===== src/rtl/vote_pkg.sv =====
// Shared types and helpers for the vote button front end.
package vote_pkg;

    localparam int NUM_CAND = 4;

    typedef enum logic [1:0] {
        IDLE         = 2'd0,
        PULSE        = 2'd1,
        WAIT_RELEASE = 2'd2,
        LOCKOUT      = 2'd3
    } state_t;

    typedef logic [1:0] cand_idx_t;

    function automatic logic [2:0] count_ones(input logic [NUM_CAND-1:0] v);
        logic [2:0] cnt;
        cnt = 3'd0;
        for (int i = 0; i < NUM_CAND; i++) begin
            cnt = cnt + {2'b00, v[i]};
        end
        return cnt;
    endfunction

    // Lowest set bit wins; only meaningful when v is one-hot.
    function automatic cand_idx_t first_index(input logic [NUM_CAND-1:0] v);
        cand_idx_t idx;
        idx = 2'd0;
        for (int i = NUM_CAND - 1; i >= 0; i--) begin
            if (v[i]) begin
                idx = cand_idx_t'(i);
            end
        end
        return idx;
    endfunction

endpackage


===== src/rtl/button_debounce.sv =====
// Two-flop synchroniser followed by a stable-level debounce filter for one button.
module button_debounce
    import vote_pkg::*;
#(
    parameter int DEBOUNCE_CYCLES = 4
) (
    input  logic clk,
    input  logic rst,
    input  logic i_button,
    output logic o_level
);

    localparam int CW = $clog2(DEBOUNCE_CYCLES + 1);
    localparam logic [CW-1:0] CNT_MAX = CW'(DEBOUNCE_CYCLES);

    logic [1:0]    r_sync;
    logic [CW-1:0] r_cnt;
    logic          r_level;

    // Synchronise, then toggle the level once the new value has persisted long enough.
    always_ff @(posedge clk) begin
        if (!rst) begin
            r_sync  <= 2'b00;
            r_cnt   <= {CW{1'b0}};
            r_level <= 1'b0;
        end else begin
            r_sync <= {r_sync[0], i_button};
            if (r_sync[1] != r_level) begin
                if (r_cnt == CNT_MAX) begin
                    r_level <= ~r_level;
                    r_cnt   <= {CW{1'b0}};
                end else begin
                    r_cnt <= r_cnt + CW'(1);
                end
            end else begin
                r_cnt <= {CW{1'b0}};
            end
        end
    end

    assign o_level = r_level;

endmodule


===== src/rtl/vote_button_ctrl.sv =====
// Four debounced buttons -> single-cycle candidate vote pulses with lockout.
// Optional `VOTE_ACK_EN adds the vote_ack LED/buzzer output.
module vote_button_ctrl
    import vote_pkg::*;
#(
    parameter int DEBOUNCE_CYCLES = 4,
    parameter int LOCKOUT_CYCLES  = 8
`ifdef VOTE_ACK_EN
    ,
    parameter int ACK_CYCLES      = 16
`endif
) (
    input  logic clk,
    input  logic rst,
    input  logic mode,
    input  logic button1,
    input  logic button2,
    input  logic button3,
    input  logic button4,
    output logic cand1_validvote,
    output logic cand2_validvote,
    output logic cand3_validvote,
    output logic cand4_validvote,
    output logic multi_press_err,
    output logic busy
`ifdef VOTE_ACK_EN
    ,
    output logic vote_ack
`endif
);

    localparam int LW = $clog2(LOCKOUT_CYCLES + 1);
    localparam logic [LW-1:0] LOCK_LOAD = LW'(LOCKOUT_CYCLES - 1);

    logic [NUM_CAND-1:0] w_btn_raw;
    logic [NUM_CAND-1:0] w_db_level;
    logic [2:0]          w_ones;

    state_t              r_state, w_state_nxt;
    cand_idx_t           r_idx, w_idx_nxt;
    logic [LW-1:0]       r_lock_cnt, w_lock_nxt;
    logic [NUM_CAND-1:0] r_cand, w_cand_d;
    logic                r_err, w_err_d;
    logic                r_busy, w_busy_d;

    assign w_btn_raw = {button4, button3, button2, button1};

    for (genvar g = 0; g < NUM_CAND; g++) begin : g_db
        button_debounce #(
            .DEBOUNCE_CYCLES(DEBOUNCE_CYCLES)
        ) u_db (
            .clk      (clk),
            .rst      (rst),
            .i_button (w_btn_raw[g]),
            .o_level  (w_db_level[g])
        );
    end

    assign w_ones = count_ones(w_db_level);

    // State, lockout counter, latched candidate and registered outputs.
    always_ff @(posedge clk) begin
        if (!rst) begin
            r_state    <= IDLE;
            r_idx      <= 2'd0;
            r_lock_cnt <= {LW{1'b0}};
            r_cand     <= {NUM_CAND{1'b0}};
            r_err      <= 1'b0;
            r_busy     <= 1'b0;
        end else begin
            r_state    <= w_state_nxt;
            r_idx      <= w_idx_nxt;
            r_lock_cnt <= w_lock_nxt;
            r_cand     <= w_cand_d;
            r_err      <= w_err_d;
            r_busy     <= w_busy_d;
        end
    end

    // Next-state logic: one vote per press, reject simultaneous presses.
    always_comb begin
        w_state_nxt = r_state;
        w_idx_nxt   = r_idx;
        w_lock_nxt  = r_lock_cnt;
        case (r_state)
            IDLE: begin
                if (mode) begin
                    w_state_nxt = IDLE;
                end else if (w_ones == 3'd1) begin
                    w_state_nxt = PULSE;
                    w_idx_nxt   = first_index(w_db_level);
                end else if (w_ones >= 3'd2) begin
                    w_state_nxt = WAIT_RELEASE;
                end else begin
                    w_state_nxt = IDLE;
                end
            end
            PULSE: begin
                w_state_nxt = LOCKOUT;
                w_lock_nxt  = LOCK_LOAD;
            end
            LOCKOUT: begin
                if (r_lock_cnt == {LW{1'b0}}) begin
                    w_state_nxt = WAIT_RELEASE;
                end else begin
                    w_lock_nxt = r_lock_cnt - LW'(1);
                end
            end
            WAIT_RELEASE: begin
                if (w_db_level == {NUM_CAND{1'b0}}) begin
                    w_state_nxt = IDLE;
                end else begin
                    w_state_nxt = WAIT_RELEASE;
                end
            end
            default: begin
                w_state_nxt = IDLE;
            end
        endcase
    end

    // Output decode from the next state so every output is a flop.
    always_comb begin
        w_cand_d = {NUM_CAND{1'b0}};
        if (w_state_nxt == PULSE) begin
            w_cand_d[w_idx_nxt] = 1'b1;
        end else begin
            w_cand_d = {NUM_CAND{1'b0}};
        end
        w_err_d  = (r_state == IDLE) && (w_state_nxt == WAIT_RELEASE);
        w_busy_d = (w_state_nxt != IDLE);
    end

    assign cand1_validvote = r_cand[0];
    assign cand2_validvote = r_cand[1];
    assign cand3_validvote = r_cand[2];
    assign cand4_validvote = r_cand[3];
    assign multi_press_err = r_err;
    assign busy            = r_busy;

`ifdef VOTE_ACK_EN
    localparam int AW = $clog2(ACK_CYCLES + 1);
    localparam logic [AW-1:0] ACK_LOAD = AW'(ACK_CYCLES - 1);

    logic          r_ack;
    logic [AW-1:0] r_ack_cnt;

    // Acknowledge stretch: starts the cycle after the pulse, restarts on a new pulse.
    always_ff @(posedge clk) begin
        if (!rst) begin
            r_ack     <= 1'b0;
            r_ack_cnt <= {AW{1'b0}};
        end else if (r_state == PULSE) begin
            r_ack     <= 1'b1;
            r_ack_cnt <= ACK_LOAD;
        end else if (r_ack) begin
            if (r_ack_cnt == {AW{1'b0}}) begin
                r_ack <= 1'b0;
            end else begin
                r_ack_cnt <= r_ack_cnt - AW'(1);
            end
        end else begin
            r_ack     <= 1'b0;
            r_ack_cnt <= r_ack_cnt;
        end
    end

    assign vote_ack = r_ack;
`endif

endmodule


===== config.mk =====
export PLATFORM = sky130hd
export DESIGN_NAME = vote_button_ctrl
export DESIGN_NICKNAME = d
export VERILOG_FILES = /design/src/rtl/vote_pkg.sv /design/src/rtl/button_debounce.sv /design/src/rtl/vote_button_ctrl.sv
export SDC_FILE = /design/constraint.sdc
export NUM_CORES = 1
export LEC_CHECK = 0
export ABC_AREA = 0
export CORE_MARGIN = 2
export CORE_UTILIZATION = 40
export DETAILED_ROUTE_END_ITERATION = 8
export PLACE_DENSITY = 0.73
export SETUP_SLACK_MARGIN = 0.3
export SYNTH_ARGS = -nofsm -noshare
export SYNTH_HDL_FRONTEND = slang
export SYNTH_HIERARCHICAL = 1
export SYNTH_SLANG_ARGS = --single-unit

===== constraint.sdc =====
create_clock -name clk -period 2 [get_ports clk]
set_input_delay 0.2 -clock clk [delete_from_list [all_inputs] [get_ports clk]]
set_output_delay 0.2 -clock clk [all_outputs]
set_load 0.02 [all_outputs]

==> results of run 1 <==
worst paths after layout:
kind	slack (ns)	depth (start not counted)	to	startpoint
max	-0.02	6	r_cand[3]	g_db[3].u_db/o_level
min	0.43	1	g_db[0].u_db/r_sync[1]	g_db[0].u_db/r_sync[0]
max reg2reg	-0.02	6	r_cand[3]	g_db[3].u_db/o_level
min reg2reg	0.43	1	g_db[0].u_db/r_sync[1]	g_db[0].u_db/r_sync[0]
worst max-delay path: stages, from the launching register on:
cell	delay (ns)
dfxtp_2	0.33
fa_1	0.57
ha_4	0.16
ha_4	0.20
nor4b_4	0.26
nand3_2	0.16
and4bb_1	0.27
layer usage:
metal | share of wire [%] | up-vias | track usage (%)
li1 | - | 594 | -
met4 | 2.0 | 0 | 6.75
met2 | 51 | 15 | 28.0
met1 | 43 | 575 | 16.3
met3 | 3.7 | 6 | 5.76
met5 | 0 | - | 0
cell families (layout without fill, tap and decap cells):
group / after synthesis / count (layout)
AOI/OAI and AO/OA: 34 / 34
adders and majority gates: 14 / 14
buffers and inverters: 22 / 45
xor gates and xnor gates: 4 / 4
DFF: 36 / 36
and+or+nand+nor: 48 / 48
repair_timing:
action,4_1_cts,5_1_grt
pin swaps,0,3
resized for setup,8,5
setup endpoints to repair,8,8
metrics by stage:
stage          power [W]  setup WS, ns  cell area (sq um)  hold slack (ns)  setup TNS (ns)
4_1_cts          0.00132       -0.0181               2010            0.435         -0.0181
6_report         0.00130       -0.0151               2040            0.432         -0.0151
2_1_floorplan   0.000773        0.0455               1680            0.321               0
5_1_grt          0.00137        -0.114               2040            0.460          -0.414
3_3_place_gp    0.000795        0.0664               1880            0.416               0
3_5_place_dp    0.000799      -0.00533               1880            0.419        -0.00533
power by group:
part	switching [W]	leakage, nW	internal (W)	total (W)
clock network	0.000245	0.0510	0.000274	0.000520
logic	0.0000280	0.371	0.0000244	0.0000523
registers	0.00000544	0.294	0.000725	0.000731
state kept, by name, summed over array words and instances (netlist names):
signal / cells
g_db.u_db/r_sync: 8
r_lock_cnt: 4
busy: 1
r_cand: 4
g_db.u_db/r_cnt: 12
r_state: 2
multi_press_err: 1
g_db.u_db/o_level: 4
synthesized netlist by cell type:
cell type  number  area share (%)
and2b_2         1            0.53
nor4_2          1            0.76
or2_1           1            0.38
a21oi_1         8             2.4
nor3_2          1            0.60
and2_1          8             3.0
nand3_2         1            0.60
ha_1           13             9.8
o21ai_0         2            0.60
nand4_1         1            0.38
nand2_1         7             1.6
o21a_1          1            0.45
a211oi_1        5             2.3
a41oi_1         1            0.53
nor4_1          3             1.1
dfxtp_1        36              44
o311ai_0        1            0.53
nand3_1         4             1.2
or2_2           1            0.38
xnor2_1         4             2.1
a2111oi_2       4             3.6
nor2_1          4            0.91
o21ai_1         1            0.30
nor4b_2         1            0.91
a21bo_2         4             2.4
inv_1          19             4.3
or3b_1          5             2.6
clkinv_1        1            0.23
a31oi_1         1            0.38
nor4b_4         1             1.4
or3b_4          1            0.68
a211oi_2        4             3.0
fa_1            1             1.2
nand2b_1        5             1.9
a21boi_1        1            0.45
a41o_1          1            0.60
and4bb_1        1            0.76
and3b_1         1            0.53
buf_4           2            0.91
layout make-up:
| cell class | instances | area share [%] |
|---|---|---|
| Clock buffer | 6 | 4.05 |
| Clock inverter | 2 | 0.491 |
| Inverter | 20 | 3.68 |
| Multi-Input combinational cell | 100 | 45.3 |
| Sequential cell | 36 | 35.6 |
| Tap cell | 50 | 3.07 |
| Timing Repair Buffer | 17 | 7.73 |
==> results.ini, run 1 <==
[clocking]
htree_levels = 2
clock_path_buffers = 2
numCtsBuffers = 5
cts_hold_buf = 0
cts.sinks = 36
cts_root_buffer = clkbuf_8
clkLatencyLatePin_ns = 0.29
post-cts-setup-buffer-count = 0
cts_tree = done
clkTransAtPathRegs_ns = 0.07

[power_and_ir_drop]
ir_worst_vdd_uv = 337
p_leak_nw = 0.716
power.density_nw_per_um2 = 639

[sta]
setup_viol = 1
worst_slew_pin_slew_ns = 0.390
grt_setup_unrepaired = yes
finalCritPeriodShare_pct = 101
fin_worst_skew_ns = 0.00590
worst_slack_ns = -0.0151
fin_crit_ns = 2.02
slew_viol_final = 0
hold_violations = 0
slew_headroom_pct = 74.0
fmax_mhz = 496

[job]
maxCapViolCount = 0

[global_route]
grt_pass1_vias = 1250
antenna_found_initial = 0
grt-ovfl-total = 0
grt_pass1_wl_microns = 5330
grtUsageTotal_pct = 15.6
grt_start_max_net_pins = 15

[cells_and_area]
n_antenna_cell = 0
multiInputGateArea_sq_um = 925
syn_to_final_growth_pct = 23.1
instances_no_fill = 231
register_area_sq_um = 727
mostFrequentLayoutCells = dfxtp_1 (33), inv_1 (18), clkdlybuf4s50_1 (12)
drive_gt1_share_pct = 25.4
layout.nets = 201
fillCellCount = 356
final_core_util_pct = 51.0
final_common_cell = dfxtp_1

[setup_path]
crit_arrival_ns = 2.25
path_class = reg2reg
crit_fanout = 4
crit_required_ns = 2.23
worstSetupStartpointType = flip-flop
cp-end-kind = flip-flop

[floorplan]
die_x_microns = 68.4
dieHeight_microns = 68.4
core-area_sq_um = 4000
start_util_pct = 41.4
design.die.area_sq_um = 4670
rows = 23
num_io_pins = 13

[placed_design]
dpl.hpwl_microns = 2240
place_congestion = 0.774
io_buffers = 12
place_inst = 223

[yosys]
syn-num-nets = 179
synth_area_sq_um = 1660
yosys.area_share.xor_xnor_pct = 2.11
yosysSeqAreaShare_pct = 43.5
ys_seq_elements = 36
syn_inst = 158
ys_types = 39
synth_top_family_by_area = simple AND/OR/NAND/NOR gates
yosysWarnings = 6
synthSimpleGateAreaFrac_pct = 20.3
synthAdderAreaFrac_pct = 11.0
synth_mux_area_share_pct = 0
synth_compound_area_share_pct = 17.6
synth.avg_cell_area_sq_um = 10.5

[drt]
wire_per_inst_microns = 13.3
drtAntennaViolNets = 0
vias = 1190
via_per_inst = 5.15
first_pass_iters = 4
wirelength_microns = 3070
drtIter0Drc = 26
drc = 0

[min_path]
hp-class = reg2reg

[outcome]
failed_checks = setup timing
status = finished, violations left

No activity file was read; power rests on OpenSTA's default activity.
==> run 2: changes to the inputs <==
--- a/config.mk
+++ b/config.mk
@@ -11,6 +11,7 @@
 export DETAILED_ROUTE_END_ITERATION = 8
 export PLACE_DENSITY = 0.73
 export SETUP_SLACK_MARGIN = 0.3
+export SLEW_MARGIN = 20
 export SYNTH_ARGS = -nofsm -noshare
 export SYNTH_HDL_FRONTEND = slang
 export SYNTH_HIERARCHICAL = 1
==> results of run 2 <==
No change in the layout: final DEF, timing and power equal those of run 1.
